==> src/rtl/vram_arb_pkg.sv <==
// Shared types for the VRAM arbiter.
//   slot_e     : owner of the single RAM operation in a given cycle
//   cpu_st_e   : CPU-port handshake state
//   wr_entry_t : one posted CPU write (address + data)
// The entry layout uses VRAM_AW/VRAM_DW; the arbiter's AW/DW default to these.
package vram_arb_pkg;

   localparam int unsigned VRAM_AW = 15;
   localparam int unsigned VRAM_DW = 8;

   typedef enum logic [2:0] {
      SLOT_IDLE,
      SLOT_VID,
      SLOT_LD,
      SLOT_WR,
      SLOT_RD
   } slot_e;

   typedef enum logic [1:0] {
      C_IDLE,
      C_WACK,
      C_RWAIT,
      C_RDATA
   } cpu_st_e;

   typedef struct packed {
      logic [VRAM_AW-1:0] addr;
      logic [VRAM_DW-1:0] data;
   } wr_entry_t;

endpackage

==> src/rtl/vram_wfifo.sv <==
// Posted-write FIFO for the CPU port.
//   clk_sys, reset : clock, synchronous active-high reset (flushes contents)
//   push_i/wdata_i : enqueue one entry (ignored when full)
//   pop_i          : drop the head entry (ignored when empty)
//   head_o         : current head entry
//   full_o/empty_o : occupancy flags
// Pointers carry one extra wrap bit so full/empty fall out of a plain compare.
module vram_wfifo
   import vram_arb_pkg::*;
#(
   parameter int unsigned Depth = 4
) (
   input  logic      clk_sys,
   input  logic      reset,
   input  logic      push_i,
   input  logic      pop_i,
   input  wr_entry_t wdata_i,
   output wr_entry_t head_o,
   output logic      full_o,
   output logic      empty_o
);

   localparam int unsigned IdxW = $clog2(Depth);

   logic [IdxW:0] wptr_q, rptr_q;
   wr_entry_t     mem_q [Depth];
   logic          do_push, do_pop;

   assign empty_o = (wptr_q == rptr_q);
   assign full_o  = (wptr_q[IdxW] != rptr_q[IdxW]) &&
                    (wptr_q[IdxW-1:0] == rptr_q[IdxW-1:0]);
   assign do_push = push_i & ~full_o;
   assign do_pop  = pop_i & ~empty_o;
   assign head_o  = mem_q[rptr_q[IdxW-1:0]];

   always_ff @(posedge clk_sys) begin
      if (reset) begin
         wptr_q <= '0;
         rptr_q <= '0;
      end else begin
         if (do_push) wptr_q <= wptr_q + 1'b1;
         if (do_pop)  rptr_q <= rptr_q + 1'b1;
      end
   end

   // Storage needs no reset: the pointers define which entries are live.
   always_ff @(posedge clk_sys) begin
      if (do_push) mem_q[wptr_q[IdxW-1:0]] <= wdata_i;
   end

endmodule

==> src/rtl/vram_arbiter.sv <==
// Time-shares the single-port VRAM between video fetch, the loader and the CPU.
//   Video  : vid_req/vid_addr -> vid_dout/vid_valid, always wins, 1-cycle latency
//   Loader : ld_wr/ld_addr/ld_din into a one-entry holding register, ld_ready
//   CPU    : cpu_req/cpu_we/cpu_addr/cpu_din -> cpu_dout/cpu_ack, posted writes,
//            blocking reads ordered behind all queued writes
//   RAM    : ram_addr/ram_din/ram_we out, ram_dout in (registered, 1-cycle)
// Optional build macro VRAM_ARBITER_STATS_EN adds stat_cpu_stall and
// stat_fifo_full saturating counters.
module vram_arbiter
   import vram_arb_pkg::*;
#(
   parameter int unsigned AW          = VRAM_AW,
   parameter int unsigned DW          = VRAM_DW,
   parameter int unsigned WFIFO_DEPTH = 4
) (
   input  logic          clk_sys,
   input  logic          reset,
   input  logic          vid_req,
   input  logic [AW-1:0] vid_addr,
   output logic [DW-1:0] vid_dout,
   output logic          vid_valid,
   input  logic          ld_wr,
   input  logic [AW-1:0] ld_addr,
   input  logic [DW-1:0] ld_din,
   output logic          ld_ready,
   input  logic          cpu_req,
   input  logic          cpu_we,
   input  logic [AW-1:0] cpu_addr,
   input  logic [DW-1:0] cpu_din,
   output logic [DW-1:0] cpu_dout,
   output logic          cpu_ack,
`ifdef VRAM_ARBITER_STATS_EN
   output logic [15:0]   stat_cpu_stall,
   output logic [15:0]   stat_fifo_full,
`endif
   output logic [AW-1:0] ram_addr,
   output logic [DW-1:0] ram_din,
   output logic          ram_we,
   input  logic [DW-1:0] ram_dout
);

   cpu_st_e       st_q, st_d;
   slot_e         slot;
   logic          ld_full_q;
   logic [AW-1:0] ld_addr_q;
   logic [DW-1:0] ld_data_q;
   logic          vid_valid_q;
   logic          fifo_push, fifo_pop, fifo_full, fifo_empty;
   wr_entry_t     fifo_wdata, fifo_head;

   assign fifo_wdata = '{addr: cpu_addr, data: cpu_din};
   assign fifo_pop   = (slot == SLOT_WR);

   vram_wfifo #(
      .Depth(WFIFO_DEPTH)
   ) u_wfifo (
      .clk_sys (clk_sys),
      .reset   (reset),
      .push_i  (fifo_push),
      .pop_i   (fifo_pop),
      .wdata_i (fifo_wdata),
      .head_o  (fifo_head),
      .full_o  (fifo_full),
      .empty_o (fifo_empty)
   );

   // Slot winner. A read only reaches its slot once the FIFO is empty, which
   // is what keeps CPU reads ordered behind its own posted writes.
   always_comb begin
      slot = SLOT_IDLE;
      if (vid_req)                slot = SLOT_VID;
      else if (ld_full_q)         slot = SLOT_LD;
      else if (!fifo_empty)       slot = SLOT_WR;
      else if (st_q == C_RWAIT)   slot = SLOT_RD;
   end

   always_comb begin
      ram_we   = 1'b0;
      ram_addr = vid_addr;
      ram_din  = '0;
      unique case (slot)
         SLOT_LD: begin
            ram_we   = 1'b1;
            ram_addr = ld_addr_q;
            ram_din  = ld_data_q;
         end
         SLOT_WR: begin
            ram_we   = 1'b1;
            ram_addr = fifo_head.addr;
            ram_din  = fifo_head.data;
         end
         SLOT_RD: ram_addr = cpu_addr;
         default: ;
      endcase
      if (reset) begin
         ram_we   = 1'b0;
         ram_addr = '0;
         ram_din  = '0;
      end
   end

   // CPU handshake. Requests are only looked at in C_IDLE, so a request still
   // held high during its ack cycle is not served twice.
   always_comb begin
      st_d      = st_q;
      fifo_push = 1'b0;
      cpu_ack   = 1'b0;
      unique case (st_q)
         C_IDLE: begin
            if (cpu_req) begin
               if (!cpu_we) begin
                  st_d = C_RWAIT;
               end else if (!fifo_full) begin
                  fifo_push = 1'b1;
                  st_d      = C_WACK;
               end
            end
         end
         C_WACK: begin
            cpu_ack = 1'b1;
            st_d    = C_IDLE;
         end
         C_RWAIT: begin
            if (slot == SLOT_RD) st_d = C_RDATA;
         end
         C_RDATA: begin
            cpu_ack = 1'b1;
            st_d    = C_IDLE;
         end
         default: st_d = C_IDLE;
      endcase
      if (reset) begin
         fifo_push = 1'b0;
         cpu_ack   = 1'b0;
      end
   end

   always_ff @(posedge clk_sys) begin
      if (reset) st_q <= C_IDLE;
      else       st_q <= st_d;
   end

   // Loader holding register; load and drain are mutually exclusive since a
   // load needs it empty and a drain needs it full.
   always_ff @(posedge clk_sys) begin
      if (reset) begin
         ld_full_q <= 1'b0;
         ld_addr_q <= '0;
         ld_data_q <= '0;
      end else if (ld_wr && !ld_full_q) begin
         ld_full_q <= 1'b1;
         ld_addr_q <= ld_addr;
         ld_data_q <= ld_din;
      end else if (slot == SLOT_LD) begin
         ld_full_q <= 1'b0;
      end
   end

   always_ff @(posedge clk_sys) begin
      if (reset) vid_valid_q <= 1'b0;
      else       vid_valid_q <= vid_req;
   end

   assign ld_ready  = ~ld_full_q | reset;
   assign vid_valid = vid_valid_q;
   assign vid_dout  = vid_valid_q ? ram_dout : '0;
   assign cpu_dout  = (st_q == C_RDATA && !reset) ? ram_dout : '0;

`ifdef VRAM_ARBITER_STATS_EN
   logic [15:0] stall_cnt_q, full_cnt_q;

   always_ff @(posedge clk_sys) begin
      if (reset) begin
         stall_cnt_q <= '0;
         full_cnt_q  <= '0;
      end else begin
         if (cpu_req && !cpu_ack && stall_cnt_q != 16'hFFFF) stall_cnt_q <= stall_cnt_q + 16'd1;
         if (fifo_full && full_cnt_q != 16'hFFFF)            full_cnt_q  <= full_cnt_q + 16'd1;
      end
   end

   assign stat_cpu_stall = stall_cnt_q;
   assign stat_fifo_full = full_cnt_q;
`endif

endmodule

==> config.mk <==
export PLATFORM = sky130hd
export DESIGN_NAME = vram_arbiter
export DESIGN_NICKNAME = d
export VERILOG_FILES = /design/src/rtl/vram_arb_pkg.sv /design/src/rtl/vram_wfifo.sv /design/src/rtl/vram_arbiter.sv
export SDC_FILE = /design/constraint.sdc
export NUM_CORES = 1
export LEC_CHECK = 0
export CORE_MARGIN = 1.5
export CORE_UTILIZATION = 56
export CTS_CLUSTER_DIAMETER = 30
export CTS_CLUSTER_SIZE = 24
export DETAILED_ROUTE_END_ITERATION = 6
export PLACE_DENSITY = 0.86
export SETUP_SLACK_MARGIN = 0.15
export SYNTH_ARGS = -nofsm -noshare
export SYNTH_HDL_FRONTEND = slang
export SYNTH_SLANG_ARGS = --single-unit
export TNS_END_PERCENT = 20
==> constraint.sdc <==
create_clock -name clk_sys -period 5.7 [get_ports clk_sys]
set_clock_uncertainty 0.05 [all_clocks]
set_input_delay 1.425 -clock clk_sys [delete_from_list [all_inputs] [get_ports clk_sys]]
set_output_delay 1.425 -clock clk_sys [all_outputs]
set_load 0.01 [all_outputs]
**After elaboration in Yosys (flattened, before gate mapping)**

Memory sizes are Yosys's and may differ from the RTL's. A register that Yosys moved wholly into a read port is not among the register bits.
Index checks and enable logic that the tools add are counted.

- Add/subtract/negate cells: 2
- Eq/ne operators: 12
- Mux-type cells: 30
- Bitwise gates (word level): 6
- Reduce and logical (&&, ||, !) cells: 10

Operators with widths:

| kind | count |
|---|---|
| 15-bit one-hot mux with 3 select lines | 1 |
| 8-bit two-way mux | 3 |
| 8-bit one-hot mux with 2 select lines | 1 |
| 15-bit two-way mux | 1 |
| 1-bit two-way mux | 13 |
| 2-bit two-way mux | 6 |
| 3-bit two-way mux | 4 |
| 3-bit by 1-bit adder with 3-bit output, second input constant | 2 |
| 3-bit by 2-bit == test with 1-bit output, second input constant | 2 |
| 2-bit one-hot mux with 3 select lines | 1 |
| 2-bit == test, second input constant | 2 |
| 2-bit OR reduction | 2 |
| 3-bit == test | 1 |
| 3-bit == test, second input constant | 1 |
| 1-bit logical AND | 3 |
| 3-bit inequality test, second input constant | 1 |
| 1-bit inverter | 3 |
| 3-bit AND reduction | 1 |
| 1-bit bitwise AND | 2 |
| 2-bit by 1-bit == test with 1-bit output, second input constant | 1 |
| 2-bit == test | 1 |
| 1-bit logical NOT | 2 |
| 2-bit logical NOT | 1 |
| 2-bit by 1-bit inequality test with 1-bit output, second input constant | 1 |
| 4 further kinds | 4 |

- Register bits after elaboration: 33
- Bits in writable memories: 92
- Input bits: 75
- Output and inout bits: 43
- Memories: 1

Memory list:

| name | words | width | rd ports | clocked after memory_dff | wr ports | line | text |
|---|---|---|---|---|---|---|---|
| u_wfifo.mem_q | 4 | 23 | 1 | 1 | 1 | vram_wfifo.sv:26 | `wr_entry_t mem_q [Depth];` |

**Longest topological paths before layout**

Gate-level depths: netlist (run 1).

- Depth in word-level cells: 10
- Depth in mapped cells: 7
- Depth with buffers taken out: 4

**Hierarchy**

Synthesis (run 1) repeated with hierarchy kept, for this count alone.

- Cell total of the unflattened synthesis: 453
- Area total of the unflattened synthesis: 5810.6 um^2

By module, submodules not included:

| module | instances | cells each | area each (um^2) | seq. area each (um^2) |
|---|---|---|---|---|
| vram_wfifo | 1 | 188 | 3890.0 | 2922.8 |
| vram_arbiter | 1 | 265 | 1920.6 | 540.5 |

**Worst setup path before layout (run 1)**

Ideal clock, no wire load.

- Path type: input to output
- Start point: in vid_req
- End point: out ram_addr[14]
- Data arrival time: 2.617 ns
- Setup slack: 1.608 ns
- Stages: 5
- Path through: nand2b_1 clkbuf_1 o22ai_1 a221o_1 a221oi_1

- Longest elaborated chain between the ends: 4

RTL lines:

| item | line | text |
|---|---|---|
| start, declared | vram_arbiter.sv:18 | `input logic vid_req,` |
| 3-bit two-way mux * | vram_arbiter.sv:71 | `if (vid_req) slot = SLOT_VID;` |
| 3-bit == test / 3-bit by 2-bit == test with 1-bit output (equally long branches) | vram_arbiter.sv:81 | `unique case (slot)` |
| 15-bit one-hot mux with 3 select lines * | vram_arbiter.sv:81 |  |
| 15-bit two-way mux * | vram_arbiter.sv:95 | `if (reset) begin` |
| end, declared | vram_arbiter.sv:36 | `output logic [AW-1:0] ram_addr,` |

Mark *: on every way between the ends. The rest lies on a longest branch, timed or not.

**Final worst setup path (run 1)**

- Start point: in vid_req
- End point: out ram_addr[12]

Same word-level chain as after synthesis.

==> flow_metrics.py, run 1 <==
metrics = {
    "worst_setup_path": {
        "critPathMaxFanout": 11,
        "crit_top_cell": "clkdlybuf4s50_1",
        "slowest_delay_ns": 0.69,
        "cp-start-kind": "input port",
        "critPathKind": "input port to output port",
        "cp.required_ns": 4.22,
        "crit_path_top_delay_cell": "clkdlybuf4s50_1",
        "worstPathArrival_ns": 3.91,
        "end_kind": "output port",
        "rrSetupSlack_ns": 3.02,
        "critical_path.cell_chain": "clkdlybuf4s50_1 > nand2b_1 > o22ai_1 > a221o_1 > a221oi_2 > clkdlybuf4s50_1",
    },
    "outcome": {
        "outcome": "finished, final reports clean",
    },
    "timing": {
        "period_minus_slack_ns": 5.38,
        "rsz0062_at_grt": "no",
        "period_share_pct": 94.4,
        "max_freq_mhz": 186,
        "slew_violations": 0,
        "worst_pin_slew_ns": 1.03,
        "maxSlewHeadroom_pct": 31.0,
        "fin_setup_tns_ns": 0,
        "setup_viol": 0,
        "finalHoldViolCount": 0,
    },
    "die": {
        "die_width_um": 105,
        "dieArea_um2": 11000,
        "die_y_um": 105,
        "placementRows": 37,
        "pin_count": 118,
        "start_util_pct": 57.1,
        "core-area_um2": 10200,
    },
    "clocking": {
        "hold_buffers": 0,
        "h-tree-depth": 4,
        "cts_tree": "yes",
        "clkSinkCount": 127,
        "clk_latency_ns": 0.50,
        "numCtsBuffers": 17,
        "ctsResizeCount": 0,
        "cts_root_buf": "clkbuf_8",
        "postCtsSetupBuffers": 0,
        "cts_buffer_depth": 2,
        "clk_pin_slew_worst_paths_ns": 0.06,
    },
    "placement": {
        "post_dp_cell_area_um2": 7070,
        "dpl.hpwl_mm": 9.80,
        "gp_congestion": 0.906,
        "numPlacedInstances": 687,
        "portBuffers": 117,
    },
    "cells_and_area": {
        "diodes": 0,
        "drive_gt1_share_pct": 16.6,
        "area_growth_pct": 31.1,
        "nFillCells": 627,
        "ff_latch_area_um2": 3460,
        "finalNetCount": 650,
        "multi_input_area_um2": 2110,
        "final_common_cell": "clkdlybuf4s50_1",
        "final_cell_mix": "116 x clkdlybuf4s50_1, 92 x edfxtp_1, 57 x nand2_1, 38 x a21oi_1, 35 x dfxtp_1",
        "final_cells": 719,
        "design_area_um2": 7620,
    },
    "power": {
        "comb_power_share_pct": 12.1,
        "clock_power_share_pct": 43.1,
        "power_leakage_nw": 2.63,
        "power_frac_seq_pct": 44.8,
        "p_per_area_nw_per_um2": 301,
        "ir_worst_vdd_mv": 0.200,
        "p_switching_mw": 0.562,
        "p_int_mw": 1.73,
        "swShare_pct": 24.5,
    },
    "synthesis": {
        "syn-cell-area_um2": 5810,
        "synth-simple-area-share_pct": 10.1,
        "ys_ff_latch": 127,
        "synthMuxAreaShare_pct": 9.08,
        "dominantRegCellSynth": "edfxtp_1",
        "synth.distinct_cells": 49,
        "async_flop_share_pct": 0,
        "yosysWarnings": 0,
        "synthAdderAreaFrac_pct": 1.08,
        "synth_xor_area_share_pct": 1.59,
        "synth_compound_area_share_pct": 14.4,
        "yosysSeqAreaShare_pct": 59.6,
        "synth_top_family_by_area": "compound AO/OA/AOI/OAI gates",
        "synth_nets": 537,
        "avgSynthCellArea_um2": 12.7,
        "synth-edff-count": 92,
        "synth_cells": 457,
    },
    "drt": {
        "dr.pass1.iters": 4,
        "wl_per_cell_um": 20.1,
        "drt-initial-drc-count": 303,
        "routed_wl_mm": 14.4,
        "vias": 4246,
        "remaining_drc_errors": 0,
        "antenna_left": 0,
        "via_per_inst": 5.91,
    },
    "grt": {
        "grt_max_degree": 48,
        "globalRouteOverflowTotal": 0,
        "antenna_found_initial": 0,
        "grt_pass1_wl_mm": 23.1,
        "grt_pass1_vias": 4459,
        "grtUsageTotal_pct": 27.6,
    },
    "hold_path": {
        "min_path_type": "register to register",
    },
    "flow_run": {
        "max_cap_violations": 0,
    },
}
cell usage after synthesis, types with 3 or more instances:
library cell	instances	area [µm²]
buf_2	7	35.0
a221oi_2	12	180
a221oi_1	14	123
ha_1	5	62.6
mux2_2	17	191
o31ai_1	3	22.5
o22ai_1	11	68.8
nand2b_1	5	31.3
xor2_1	3	26.3
inv_1	20	75.1
nor3_1	3	15.0
buf_6	3	33.8
mux2_1	5	56.3
a21oi_1	38	190
buf_1	3	11.3
nor2_1	21	78.8
nand2_1	57	214
clkbuf_1	19	71.3
dfxtp_1	35	701
nand3b_1	8	60.1
edfxtp_1	92	2760
mux4_2	12	270
a221o_1	11	110
o21bai_1	3	22.5
and2_1	8	50.1
and3_1	11	68.8
path summary, 6_finish.rpt:
| check | from | endpoint | depth (start not counted) |
|---|---|---|---|
| min | ld_data_q[2] | ld_data_q[2] | 2 |
| max | vid_req | ram_addr[12] | 6 |
| max reg2reg | u_wfifo.wptr_q[2] | u_wfifo.mem_q[2][14] | 4 |
| min reg2reg | ld_data_q[2] | ld_data_q[2] | 2 |
power groups by stage:
stage / Clock [mW] / Sequential [mW] / Combinational (mW)
finish: 0.988 / 1.03 / 0.277
global route: 1.04 / 1.03 / 0.298
CTS: 0.997 / 1.03 / 0.275
detailed placement: 0 / 1.05 / 0.273
global placement: 0 / 1.04 / 0.266
floorplan: 0 / 1.04 / 0.155
flip-flops by register name, indices dropped and copies added (netlist names), named ones only:
name / count
ld_addr_q: 15
u_wfifo.rptr_q: 3
st_q: 2
vid_valid: 1
u_wfifo.wptr_q: 3
ld_full_q: 1
ld_data_q: 8
u_wfifo.mem_q: 92
metal layers:
metal,GRT usage (%),wire [µm],up-vias
met4,13.7,372,0
met2,47.3,7470,215
li1,-,-,1960
met5,0,0,-
met1,32.6,5530,2040
met3,6.43,1050,31
area by class of cell:
cell class	count	share of cell area [%]
flip-flops and latches	127	45.5
clock inverters	14	1.72
clock buffers	18	5.48
repair buffers	128	16.4
inverters	20	0.985
multi-input cells	276	27.7
well taps	136	2.23
critical path: cells and delay by family:
kind / cells / cell delay (ns)
buffers and inverters: 2 / 1.27
AOI/OAI and AO/OA: 3 / 0.78
and+or+nand+nor: 1 / 0.42
logic make-up after synthesis:
logic type                 Yosys count
DFF                                127
and+or+nand+nor                    123
xor gates and xnor gates             8
adders and majority gates            5
AOI/OAI and AO/OA                  105
muxes                               35
buffers and inverters               54
metrics by stage:
stage          total power, mW  setup slack, ns  utilization (%)  hold slack (ns)
6_report                  2.29            0.318             74.8            0.408
5_1_grt                   2.37            0.195             74.8            0.430
4_1_cts                   2.30            0.336             74.8            0.408
3_5_place_dp              1.32            0.335             69.4            0.399
3_3_place_gp              1.31            0.437             69.4            0.394
2_1_floorplan             1.19             1.61                -            0.386
(Power assumes the default switching activity.)
==> run 2: changes to the inputs <==
Settings changed: GPL_ROUTABILITY_DRIVEN set to 0.
==> results of run 2 <==
Final layout, timing and power as in run 1 (identical DEF).
==> run 3: changes to the inputs <==
Settings changed: CELL_PAD_IN_SITES_DETAIL_PLACEMENT set to 0, CELL_PAD_IN_SITES_GLOBAL_PLACEMENT set to 1, CORE_UTILIZATION 56 to 44, PLACE_DENSITY 0.86 to not set, PLACE_DENSITY_LB_ADDON set to 0.1.
==> flow_metrics.py, run 3 (synthesis gave the netlist of run 1 again) <==
metrics = {
    "outcome": {
        "outcome": "finished, final reports clean",
    },
    "grt": {
        "antenna_found_initial": 0,
        "grt_pass1_vias": 4228,
        "grtUsageTotal_pct": 22.2,
        "grt_pass1_wl_mm": 23.3,
        "grt_max_degree": 48,
        "globalRouteOverflowTotal": 0,
    },
    "clocking": {
        "numCtsBuffers": 17,
        "ctsResizeCount": 0,
        "clkSinkCount": 127,
        "cts_tree": "yes",
        "hold_buffers": 0,
        "clk_pin_slew_worst_paths_ns": 0.05,
        "clk_latency_ns": 0.42,
        "cts_buffer_depth": 2,
        "h-tree-depth": 4,
        "cts_root_buf": "clkbuf_16",
        "postCtsSetupBuffers": 0,
    },
    "cells_and_area": {
        "final_common_cell": "clkdlybuf4s50_1",
        "largest_reg_flops": 92,
        "drive_gt1_share_pct": 16.1,
        "final_core_utilization_pct": 59.9,
        "ff_latch_area_um2": 3460,
        "design_area_um2": 7650,
        "finalNetCount": 650,
        "multi_input_area_um2": 2110,
        "area_growth_pct": 31.6,
        "nFillCells": 1048,
        "diodes": 0,
        "final_cell_mix": "116 x clkdlybuf4s50_1, 92 x edfxtp_1, 57 x nand2_1, 38 x a21oi_1, 35 x dfxtp_1",
    },
    "drt": {
        "dr.pass1.iters": 4,
        "via_per_inst": 5.46,
        "wl_per_cell_um": 19.7,
        "antenna_left": 0,
        "drt-initial-drc-count": 355,
        "routed_wl_mm": 14.9,
        "vias": 4123,
        "remaining_drc_errors": 0,
    },
    "timing": {
        "maxSlewHeadroom_pct": 35.0,
        "period_minus_slack_ns": 5.19,
        "period_share_pct": 91.0,
        "fin_setup_tns_ns": 0,
        "worst_pin_slew_ns": 0.974,
        "max_freq_mhz": 193,
        "hold_slack_ns": 0.405,
        "fin_ws_ns": 0.512,
        "rsz0062_at_grt": "no",
        "finalHoldViolCount": 0,
        "slew_violations": 0,
        "setup_viol": 0,
    },
    "placement": {
        "dp_slack_ns": 0.559,
        "dpl.hpwl_mm": 10.4,
        "portBuffers": 117,
        "post_dp_cell_area_um2": 7120,
    },
    "hold_path": {
        "worstHoldPathCells": 2,
        "worstHoldStart": "ld_data_q[4]",
        "min_path_type": "register to register",
        "holdPathEnd": "ld_data_q[4]",
    },
    "die": {
        "core-area_um2": 12800,
        "pin_count": 118,
        "dieArea_um2": 13900,
        "placementRows": 41,
        "die_y_um": 118,
        "start_util_pct": 45.5,
        "die_width_um": 118,
    },
    "worst_setup_path": {
        "r2r_end": "u_wfifo.mem_q[2][2]",
        "critPathKind": "input port to output port",
        "worstPathArrival_ns": 3.71,
        "end_kind": "output port",
        "cp-startpoint": "vid_req",
        "cp-start-kind": "input port",
        "worstRegToRegCells": 4,
        "critPathMaxFanout": 11,
        "rrSetupSlack_ns": 2.96,
        "r2r-start": "u_wfifo.wptr_q[2]",
        "cp.required_ns": 4.22,
    },
    "flow_run": {
        "max_cap_violations": 0,
    },
    "power": {
        "ir_worst_vdd_mv": 0.243,
        "p_per_area_nw_per_um2": 298,
        "power_leakage_nw": 2.63,
    },
}
==> run 3: critical path, cell delays in order <==
cell             delay, ns
clkdlybuf4s50_1       0.49
nand2b_1              0.38
o22ai_1               0.13
a221o_1               0.37
a221oi_1              0.30
clkdlybuf4s50_1       0.60
==> run 3: layout make-up <==
| class | count | share of cell area [%] |
|---|---|---|
| sequential | 127 | 45.3 |
| multi-input combinational | 276 | 27.6 |
| clock inverter | 10 | 1.19 |
| inverter | 20 | 0.981 |
| clock buffer | 22 | 5.81 |
| timing repair buffer | 128 | 16.3 |
| tap | 172 | 2.81 |
==> run 3: worst max path at each step <==
stage                   end  slack [ns]  cells after the start
2_1_floorplan  ram_addr[14]        1.61                      5
3_3_place_gp   ram_addr[14]        0.62                      6
3_5_place_dp   ram_addr[14]        0.56                      6
4_1_cts        ram_addr[14]        0.55                      6
5_1_grt        ram_addr[14]        0.41                      6
6_report       ram_addr[14]        0.51                      6
==> run 3: report_power, final <==
part / total, mW / switching, mW / internal [mW]
Clock: 0.975 / 0.379 / 0.596
Sequential: 1.03 / 0.0162 / 1.01
Combinational: 0.278 / 0.140 / 0.138
Total: 2.28 / 0.535 / 1.74
==> run 3: stage by stage <==
step	total power [mW]	std cells
6_report	2.28	755
5_1_grt	2.36	755
4_1_cts	2.30	755
3_5_place_dp	1.32	723
3_3_place_gp	1.32	723
2_1_floorplan	1.19	457
==> run 3: metal layers <==
layer	global-route usage, %	up-vias	part of all wire (%)
met5	0	-	0
met4	10.8	0	2.3
met3	4.70	23	4.2
met2	37.8	117	53
met1	26.8	2023	41
li1	-	1960	-
